File: config.mk
export PLATFORM = sky130hd
export DESIGN_NAME = uart_rx_ovs
export DESIGN_NICKNAME = d
export VERILOG_FILES = /design/src/rtl/uart_pkg.sv /design/src/rtl/uart_baud_tick.sv /design/src/rtl/uart_rx_ovs.sv
export SDC_FILE = /design/constraint.sdc
export NUM_CORES = 1
export LEC_CHECK = 0
export ABC_CLOCK_PERIOD_IN_PS = 5900
export BUFFER_PORTS_ARGS = -buffer_cell sky130_fd_sc_hd__buf_2
export CORE_MARGIN = 2
export CORE_UTILIZATION = 38
export DETAILED_ROUTE_END_ITERATION = 8
export GPL_ROUTABILITY_DRIVEN = 0
export PLACE_DENSITY_LB_ADDON = 0.08
export SYNTH_ARGS = -nofsm -noshare
export SYNTH_HDL_FRONTEND = slang
export SYNTH_SLANG_ARGS = --single-unit
File: constraint.sdc
create_clock -name clock -period 5.9 [get_ports clock]
set_clock_uncertainty 0.2 [all_clocks]
set_input_delay 0.295 -clock clock [delete_from_list [all_inputs] [get_ports clock]]
set_output_delay 0.295 -clock clock [all_outputs]
set_load 0.005 [all_outputs]
File: src/rtl/uart_pkg.sv
// Shared constants for the oversampling UART receiver: parity modes and FSM state encoding.
package uart_pkg;

  localparam int PARITY_NONE = 0;
  localparam int PARITY_EVEN = 1;
  localparam int PARITY_ODD  = 2;

  typedef enum logic [2:0] {
    ST_IDLE,
    ST_START,
    ST_DATA,
    ST_PARITY,
    ST_STOP,
    ST_BRKWAIT
  } rx_state_t;

endpackage

File: src/rtl/uart_baud_tick.sv
// Oversample tick generator: one-cycle pulse every DIV clocks, re-phased by a synchronous restart.
module uart_baud_tick #(
  parameter int DIV = 27
) (
  input  logic clock,
  input  logic nrst,
  input  logic restart,
  output logic tick
);

  localparam int CW = (DIV > 1) ? $clog2(DIV) : 1;

  logic [CW-1:0] cnt;

  always_ff @(posedge clock or negedge nrst) begin
    if (!nrst) begin
      cnt <= '0;
    end else if (restart || cnt == CW'(DIV - 1)) begin
      cnt <= '0;
    end else begin
      cnt <= cnt + 1'b1;
    end
  end

  assign tick = (cnt == CW'(DIV - 1)) && !restart;

endmodule

File: src/rtl/uart_rx_ovs.sv
// Oversampling UART receiver: 2-FF synchroniser, 3-sample majority voter, frame FSM and
// valid/ready output stage with parity, framing and overrun reporting.
//
//  state      | meaning
//  -----------+-----------------------------------------------------------
//  ST_IDLE    | line idle, waiting for rx_s 1->0
//  ST_START   | checking start bit at mid-bit; a 1 vote is a false start
//  ST_DATA    | shifting DATA_BITS voted bits, LSB first
//  ST_PARITY  | voting parity bit and recording mismatch
//  ST_STOP    | voting stop bit(s); word delivered at mid of the last one
//  ST_BRKWAIT | line still low after the frame (break); wait for rx_s=1
module uart_rx_ovs
  import uart_pkg::*;
#(
  parameter int OVS_DIV   = 27,
  parameter int OVS       = 16,
  parameter int DATA_BITS = 8,
  parameter int PARITY    = PARITY_NONE,
  parameter int STOP_BITS = 1
) (
  input  logic                 clock,
  input  logic                 nrst,
  input  logic                 rx,
  output logic [DATA_BITS-1:0] rx_data,
  output logic                 rx_valid,
  input  logic                 rx_ready,
  output logic                 parity_err,
  output logic                 frame_err,
  output logic                 overrun,
  output logic                 busy
);

  localparam int TW = $clog2(OVS);
  localparam int BW = $clog2(DATA_BITS + 1);

  rx_state_t state, state_nx;

  logic rx_m, rx_s, rx_d;
  logic tick, start_edge, mid, bit_end;
  logic s0, s1, vote;
  logic last_data, last_stop, deliver;
  logic par_bad, fe_acc;
  logic [TW-1:0] tick_cnt;
  logic [BW-1:0] bit_cnt;
  logic          stop_cnt;
  logic [DATA_BITS-1:0] shreg;

  always_ff @(posedge clock or negedge nrst) begin
    if (!nrst) begin
      rx_m <= 1'b1;
      rx_s <= 1'b1;
      rx_d <= 1'b1;
    end else begin
      rx_m <= rx;
      rx_s <= rx_m;
      rx_d <= rx_s;
    end
  end

  assign start_edge = (state == ST_IDLE) && rx_d && !rx_s;

  uart_baud_tick #(.DIV(OVS_DIV)) u_tick (
    .clock   (clock),
    .nrst    (nrst),
    .restart (start_edge),
    .tick    (tick)
  );

  // Third sample comes straight from rx_s so the vote is ready on the mid tick itself.
  assign vote      = (s0 & s1) | (s0 & rx_s) | (s1 & rx_s);
  assign mid       = tick && (tick_cnt == TW'(OVS / 2 + 1));
  assign bit_end   = tick && (tick_cnt == TW'(OVS - 1));
  assign last_data = (bit_cnt == BW'(DATA_BITS - 1));
  assign last_stop = (stop_cnt == 1'(STOP_BITS - 1));
  assign deliver   = (state == ST_STOP) && mid && last_stop;
  assign busy      = (state != ST_IDLE);

  always_ff @(posedge clock or negedge nrst) begin
    if (!nrst) state <= ST_IDLE;
    else       state <= state_nx;
  end

  always_comb begin
    state_nx = state;
    case (state)
      ST_IDLE:    if (start_edge) state_nx = ST_START;
      ST_START: begin
        if (mid && vote)  state_nx = ST_IDLE;
        else if (bit_end) state_nx = ST_DATA;
      end
      ST_DATA:    if (bit_end && last_data)
                    state_nx = (PARITY != PARITY_NONE) ? ST_PARITY : ST_STOP;
      ST_PARITY:  if (bit_end) state_nx = ST_STOP;
      ST_STOP:    if (deliver) state_nx = rx_s ? ST_IDLE : ST_BRKWAIT;
      ST_BRKWAIT: if (rx_s) state_nx = ST_IDLE;
      default:    state_nx = ST_IDLE;
    endcase
  end

  always_ff @(posedge clock or negedge nrst) begin
    if (!nrst) begin
      tick_cnt <= '0;
      bit_cnt  <= '0;
      stop_cnt <= 1'b0;
      s0       <= 1'b0;
      s1       <= 1'b0;
      shreg    <= '0;
      par_bad  <= 1'b0;
      fe_acc   <= 1'b0;
    end else if (start_edge) begin
      tick_cnt <= '0;
      bit_cnt  <= '0;
      stop_cnt <= 1'b0;
      par_bad  <= 1'b0;
      fe_acc   <= 1'b0;
    end else if (tick) begin
      tick_cnt <= (tick_cnt == TW'(OVS - 1)) ? '0 : tick_cnt + 1'b1;
      if (tick_cnt == TW'(OVS / 2 - 1)) s0 <= rx_s;
      if (tick_cnt == TW'(OVS / 2))     s1 <= rx_s;
      if (mid) begin
        case (state)
          ST_DATA:   shreg   <= {vote, shreg[DATA_BITS-1:1]};
          ST_PARITY: par_bad <= vote ^ (^shreg) ^ (PARITY == PARITY_ODD);
          ST_STOP:   if (!vote) fe_acc <= 1'b1;
          default:   ;
        endcase
      end
      if (bit_end && state == ST_DATA) bit_cnt  <= last_data ? '0 : bit_cnt + 1'b1;
      if (bit_end && state == ST_STOP) stop_cnt <= stop_cnt + 1'b1;
    end
  end

  always_ff @(posedge clock or negedge nrst) begin
    if (!nrst) begin
      rx_data    <= '0;
      rx_valid   <= 1'b0;
      parity_err <= 1'b0;
      frame_err  <= 1'b0;
      overrun    <= 1'b0;
    end else if (deliver) begin
      if (!rx_valid || rx_ready) begin
        rx_data    <= shreg;
        parity_err <= (PARITY != PARITY_NONE) && par_bad;
        frame_err  <= fe_acc | ~vote;
        rx_valid   <= 1'b1;
        overrun    <= 1'b0;
      end else begin
        overrun    <= 1'b1;
      end
    end else if (rx_valid && rx_ready) begin
      rx_valid <= 1'b0;
      overrun  <= 1'b0;
    end
  end

endmodule

==> reports/results.txt, run 1 <==
Max Buffers Root-to-Sink -> 2
VDD IR-drop max -> 0.000176 V
Combinational share of power -> 15.7%
Die H -> 77.6 microns
I/O pin count -> 17
Status -> completed
Post-Syn Area -> 2060 sq um
DR vias -> 1328
Tot GR Track Use -> 13.9%
Power Dens Cells -> 275 nW/um^2
Critical Path Start Type -> flop
Commonest non-fill, non-tap cell in the layout -> dfrtp_1
Routed wire length per instance -> 13.8 microns
Core area -> 5170 sq um
Fin nets -> 204
Seq pwr share -> 55.1%
Starting Density -> 39.7%
Post-CTS Resized -> 0
Cts hold-fix bufs -> 2
FF+latch count, synth -> 42
Post-CTS Setup Bufs -> 0
Aggregate global routing overflow -> 0
Max Cap Viol -> 0
Top post-synthesis cells by area -> dfrtp_1, mux2_4, dfstp_2
Area grow syn2layout -> 11.7%
Netlist cell types -> 48
Diodes inserted -> 0
CP Class -> reg -> reg
Register-to-Register Path Depth -> 4
First-pass GRT wire length -> 6.52 mm
Relative slew margins -> 38.9%
Max Fclk -> 425 MHz
PortBufs -> 15
Critical path required time -> 5880 ps
Die X -> 77.6 microns
DRT Wirelength -> 3.67 mm
Post-synth top area share -> 47.5%
Power Internal -> 444 uW
Fin crit share -> 39.8%
Max FO, Critical Path -> 13
DP HPWL -> 2.62 mm
Type of the most critical hold path -> in -> reg
Switching power -> 187 uW
Drt pass-1 iters -> 4
Clk slew on worst S/H paths -> 80 ps
Syn nets -> 186
Endpoint class of the critical path -> flop
H-tree Lvls -> 2
Final min period -> 2350 ps
DRC viols -> 0
Pin count of the biggest net entering global routing -> 43
Most area-hungry cell type in the Yosys netlist -> dfrtp_1
Proportion of layout cells with a drive suffix above 1 -> 25.1%
Final core occ -> 44.4%
Worst Max-Slew Pin Slew -> 917 ps
Critical Path Sink -> s0$_DFFE_PN0P_
Fin. max-slew vios -> 0
Pleak -> 1.12 nW
Clock Power Share -> 29.2%
Avg Synthesized Cell Area -> 11.7 sq um
Post-synth EDFFs -> 0
CTS tree -> done
Root Driver -> clkbuf_8
Post-route ant nets -> 0
Synth Flop Type -> dfrtp_1
Iteration-0 DRC Markers -> 111
Capture point of the worst reg-to-reg path -> s0$_DFFE_PN0P_
Register area share after synthesis -> 51.3%
Sw frac -> 29.6%
R2R Setup Slk -> 3550 ps
Initial antenna violation count -> 0
Worst setup path startpoint -> state[0]$_DFFE_PN0P_
Final setup TNS -> 0 ps
Vias in the first global route -> 1296
Clock Latency Late Sink -> 290 ps
Row count -> 26
Commonest cells after routing, fill and taps aside -> dfrtp_1, nor2_1, buf_2, a21oi_1
RR Startpoint -> state[0]$_DFFE_PN0P_
Die ar. -> 6010 sq um
Mapped Cells -> 176
RSZ-0062 raised after global routing -> false
Async SR Flop Fraction -> 100%
Final hold violation count -> 0
Via density -> 5.01
Clock Sinks -> 42
Ys Warns -> 0
Final setup viols -> 0
Num CTS Buffers -> 5
Worst EP arrival -> 2330 ps
## worst min path at each step
| stage | cells past startpoint | end | startpoint | slack (ps) |
|---|---|---|---|---|
| global route | 2 | overrun$_DFFE_PN0P_ | rx_ready | 60 |
| detailed placement | 0 | rx_s$_DFF_PN1_ | rx_m$_DFF_PN1_ | 150 |
| floorplan | 0 | bit_cnt[0]$_DFFE_PN0P_ | nrst | -200 |
| global placement | 0 | rx_s$_DFF_PN1_ | rx_m$_DFF_PN1_ | 150 |
| CTS | 2 | overrun$_DFFE_PN0P_ | rx_ready | 30 |
| finish | 2 | overrun$_DFFE_PN0P_ | rx_ready | 40 |
## sequential cells by signal (all words and copies together), names as in the netlist, 3 cells and up
signal,cells
u_tick.cnt,5
shreg,8
bit_cnt,4
rx_data,8
state,3
tick_cnt,4
## power groups by stage
stage	clock, mW	combinational (mW)	sequential (mW)
finish	0.184	0.0990	0.348
global route	0.206	0.119	0.354
CTS	0.194	0.102	0.348
detailed placement	0	0.100	0.353
global placement	0	0.0974	0.353
floorplan	0	0.0802	0.345
## metal layers
layer / GRT usage (%) / vias up / share of wire (%)
met2: 22.2 / 26 / 48
met5: 0 / - / 0
met3: 3.49 / 5 / 3.7
li1: - / 656 / -
met1: 18.3 / 641 / 47
met4: 5.36 / 0 / 1.3
## metrics by stage
step                hold WS [ps]  instance area [sq um]  std cells  total power, mW  setup WS (ps)
finish                      40.8                   2300        265            0.631           3550
CTS                         32.9                   2300        265            0.643           3510
floorplan                   -201                   2060        176            0.425           3920
global placement             151                   2190        255            0.450           3660
global route                58.2                   2300        265            0.679           3470
detailed placement           153                   2190        255            0.454           3520
## layout make-up
cell class / instances / area (sq um)
well taps: 70 / 87.6
repair buffers: 17 / 95.1
flip-flops and latches: 42 / 1050
inverters: 6 / 22.5
multi-input cells: 122 / 947
clock buffers: 5 / 68.8
fillers: 479 / 2880
clock inverters: 3 / 21.3
## synthesized netlist by cell type (2+ instances only)
master,instances
xnor2_1,2
or3_1,2
nand3_1,10
nand2_1,10
o21ai_0,2
mux2_4,9
mux2_2,6
xor2_1,4
mux2i_1,2
dfrtp_1,39
a311oi_1,2
nand2b_1,5
inv_1,6
dfstp_2,3
nor2_1,18
nor4_1,2
a21oi_1,12
ha_1,6
buf_2,4
mux2_1,4
## logic make-up (layout without fill, tap and decap cells)
group | count (synthesis) | after routing | share of synthesized area [%]
simple gates | 63 | 63 | 18.4
flops | 42 | 42 | 51.3
compound gates | 24 | 24 | 7.73
mux | 21 | 21 | 13.0
buf+inv | 12 | 31 | 2.62
fa+ha+maj | 7 | 7 | 4.14
xor+xnor | 6 | 6 | 2.56
other cells | 1 | 1 | 0.182
## critical path: stages, from the launching register on
cell and delay, ps:
dfrtp_1 510, or3_1 430, nor2_1 600, nor4b_1 160, mux2_1 340
(Power assumes the default switching activity.)
==> run 2: changes to the inputs <==
- ABC_AREA: unset -> 1
- ABC_CLOCK_PERIOD_IN_PS: 5900 -> 2400
- clock period: 5.9 -> 2.4 ns (I/O delays scaled with it)
==> run 2 against run 1 <==
Net effect:
- hold slack improved by 91 ps
- critical endpoint is now rx_data[7]$_DFFE_PN0P_
- register-to-register slack got worse by 3100 ps
- largest power group unchanged
- cell count up 22%
- clock power rose to 3.6 times the previous value
==> reports/results.txt, run 2 <==
Status -> completed
Aggregate global routing overflow -> 0
Register area share after synthesis -> 52.9%
Fin crit share -> 81.6%
I/O pin count -> 17
Core area -> 5070 sq um
First-pass GRT wire length -> 6.23 mm
DRT Wirelength -> 3.56 mm
Proportion of layout cells with a drive suffix above 1 -> 13.9%
DR vias -> 1459
Type of the most critical hold path -> in -> async
FF+latch count, synth -> 42
Root Driver -> clkbuf_8
Synth Flop Type -> dfrtp_1
Post-synth EDFFs -> 0
Max Buffers Root-to-Sink -> 2
Via density -> 4.53
Critical path required time -> 2420 ps
Final setup margin -> 442 ps
Max Cap Viol -> 0
Post-Syn Area -> 2000 sq um
CP Class -> reg -> reg
Crit-path most repeated cell -> nor2_1
DRC viols -> 0
Final min period -> 1960 ps
Commonest non-fill, non-tap cell in the layout -> nand2_1
Inst Count DP -> 311
Async SR Flop Fraction -> 100%
Pleak -> 1.09 nW
Post-CTS Resized -> 0
Diodes inserted -> 0
Initial antenna violation count -> 0
Ys Warns -> 0
RSZ-0062 raised after global routing -> false
PortBufs -> 15
WHS -> 132 ps
Post-synth top cells -> nand2_1, dfrtp_1, inv_1
Setup WS pre-CTS -> 416 ps
CTS tree -> done
Most area-hungry cell type in the Yosys netlist -> dfrtp_1
Fin nets -> 261
Worst EP arrival -> 1980 ps
Netlist cell types -> 25
Commonest cells after routing, fill and taps aside -> nand2_1, dfrtp_1, inv_1, nor2_1, o21ai_0
Iteration-0 DRC Markers -> 87
Die ar. -> 5850 sq um
Area grow syn2layout -> 16.1%
H-tree Lvls -> 2
Die H -> 76.5 microns
Max Fclk -> 511 MHz
Top post-synthesis cells by area -> dfrtp_1, nand2_1, inv_1
CP max-delay cell -> dfrtp_1
Syn nets -> 238
Critical-path cell list -> inv_1 -> ha_1 -> nand2_1 -> nor2_1 -> nand3_2 -> inv_2 -> nand3_4 -> nor2_4 -> nor2_1 -> a21oi_1
Post-route ant nets -> 0
Starting Density -> 39.3%
DP HPWL -> 2.50 mm
Regs by FF count -> rx_data (8), shreg (8), u_tick.cnt (5)
Critical Path Start Type -> flop
Power Dens Cells -> 861 nW/um^2
Row count -> 26
Final setup TNS -> 0 ps
Mapped Cells -> 228
Clock Latency Late Sink -> 290 ps
Critical Path Max Stage Delay -> 410 ps
Clock Sinks -> 42
Max FO, Critical Path -> 18
Tot GR Track Use -> 13.3%
Vias in the first global route -> 1377
Die X -> 76.5 microns
Post-synth top area share -> 48.9%
Final setup viols -> 0
Fin. max-slew vios -> 0
Clk slew on worst S/H paths -> 90 ps
Num CTS Buffers -> 5
Avg Synthesized Cell Area -> 8.75 sq um
Final cell count without fillers -> 322
Top-count cell post-synth -> nand2_1
Endpoint class of the critical path -> flop
Drt pass-1 iters -> 4
VDD IR-drop max -> 0.000317 V
Pin count of the biggest net entering global routing -> 43
Routed wire length per instance -> 11.1 microns
Final hold violation count -> 0
-- run 2: cell count changes in the layout (fill, tap and decap cells not counted), sizes merged, moves of 5 or more --
cell / change
o21ai: +17
nand2b: -5
inv: +25
nor2: +9
nand3: +7
mux2: -19
nand2: +40
-- run 2: metal layers --
metal | GRT usage [%] | routed length [microns] | vias up | share of wire (%)
met4 | 5.45 | 61 | 0 | 1.7
li1 | - | - | 774 | -
met2 | 20.3 | 1580 | 19 | 44
met1 | 18.1 | 1810 | 659 | 51
met3 | 3.32 | 112 | 7 | 3.1
met5 | 0 | 0 | - | 0
-- run 2: timing repair --
action                    in CTS  in global routing
setup buffers                  0                  0
hold buffers                   3                  0
hold endpoints to repair      45                  0
-- run 2: worst paths after layout --
path	from	endpoint	slack, ps	depth (start not counted)
setup / recovery	u_tick.cnt[0]$_DFF_PN0_	rx_data[7]$_DFFE_PN0P_	440	10
hold / removal	nrst	shreg[1]$_DFFE_PN0P_	130	3
setup reg to reg	u_tick.cnt[0]$_DFF_PN0_	rx_data[7]$_DFFE_PN0P_	440	10
hold reg to reg	rx_m$_DFF_PN1_	rx_s$_DFF_PN1_	160	0
max in group asynchronous	nrst	rx_s$_DFF_PN1_	1610	3
min in group clock	rx_m$_DFF_PN1_	rx_s$_DFF_PN1_	160	0
-- run 2: logic make-up (layout without fill, tap and decap cells) --
group	Yosys count	after routing	synth area share (%)
buffers and inverters	35	59	7.71
adder cells (fa/ha/maj)	6	6	3.76
AND/OR/NAND/NOR	103	103	23.8
AO/OA/AOI/OAI	36	36	9.47
flip-flops	42	42	52.9
other	1	1	0.188
XOR/XNOR	5	5	2.19
-- run 2: layout make-up --
| cell class | instances | area [sq um] |
|---|---|---|
| inverters | 31 | 116 |
| clock inverters | 3 | 68.8 |
| multi-input cells | 151 | 787 |
| repair buffers | 20 | 133 |
| flip-flops and latches | 42 | 1050 |
| well taps | 70 | 87.6 |
| fillers | 519 | 2760 |
| clock buffers | 5 | 68.8 |
-- run 2: report_power, final --
group	internal, mW	switching [mW]
logic	0.167	0.264
clock network	0.417	0.253
registers	0.795	0.0974
-- run 2: critical path, delay by kind of cell, from the launching register on --
| family | cells | cell delay (ps) |
|---|---|---|
| AO/OA/AOI/OAI | 1 | 120 |
| adder cells (fa/ha/maj) | 1 | 130 |
| buffers and inverters | 2 | 170 |
| flip-flops | 1 | 410 |
| AND/OR/NAND/NOR | 6 | 850 |
-- run 2: stage by stage --
step | util [%] | total power [mW] | instance area (sq um)
after detailed placement | 42.3 | 1.34 | 2150
after global placement | 42.3 | 1.34 | 2150
after global routing | 45.6 | 2.13 | 2320
after floorplan | - | 1.21 | 2000
after CTS | 45.6 | 2.03 | 2320
final | 45.6 | 1.99 | 2320
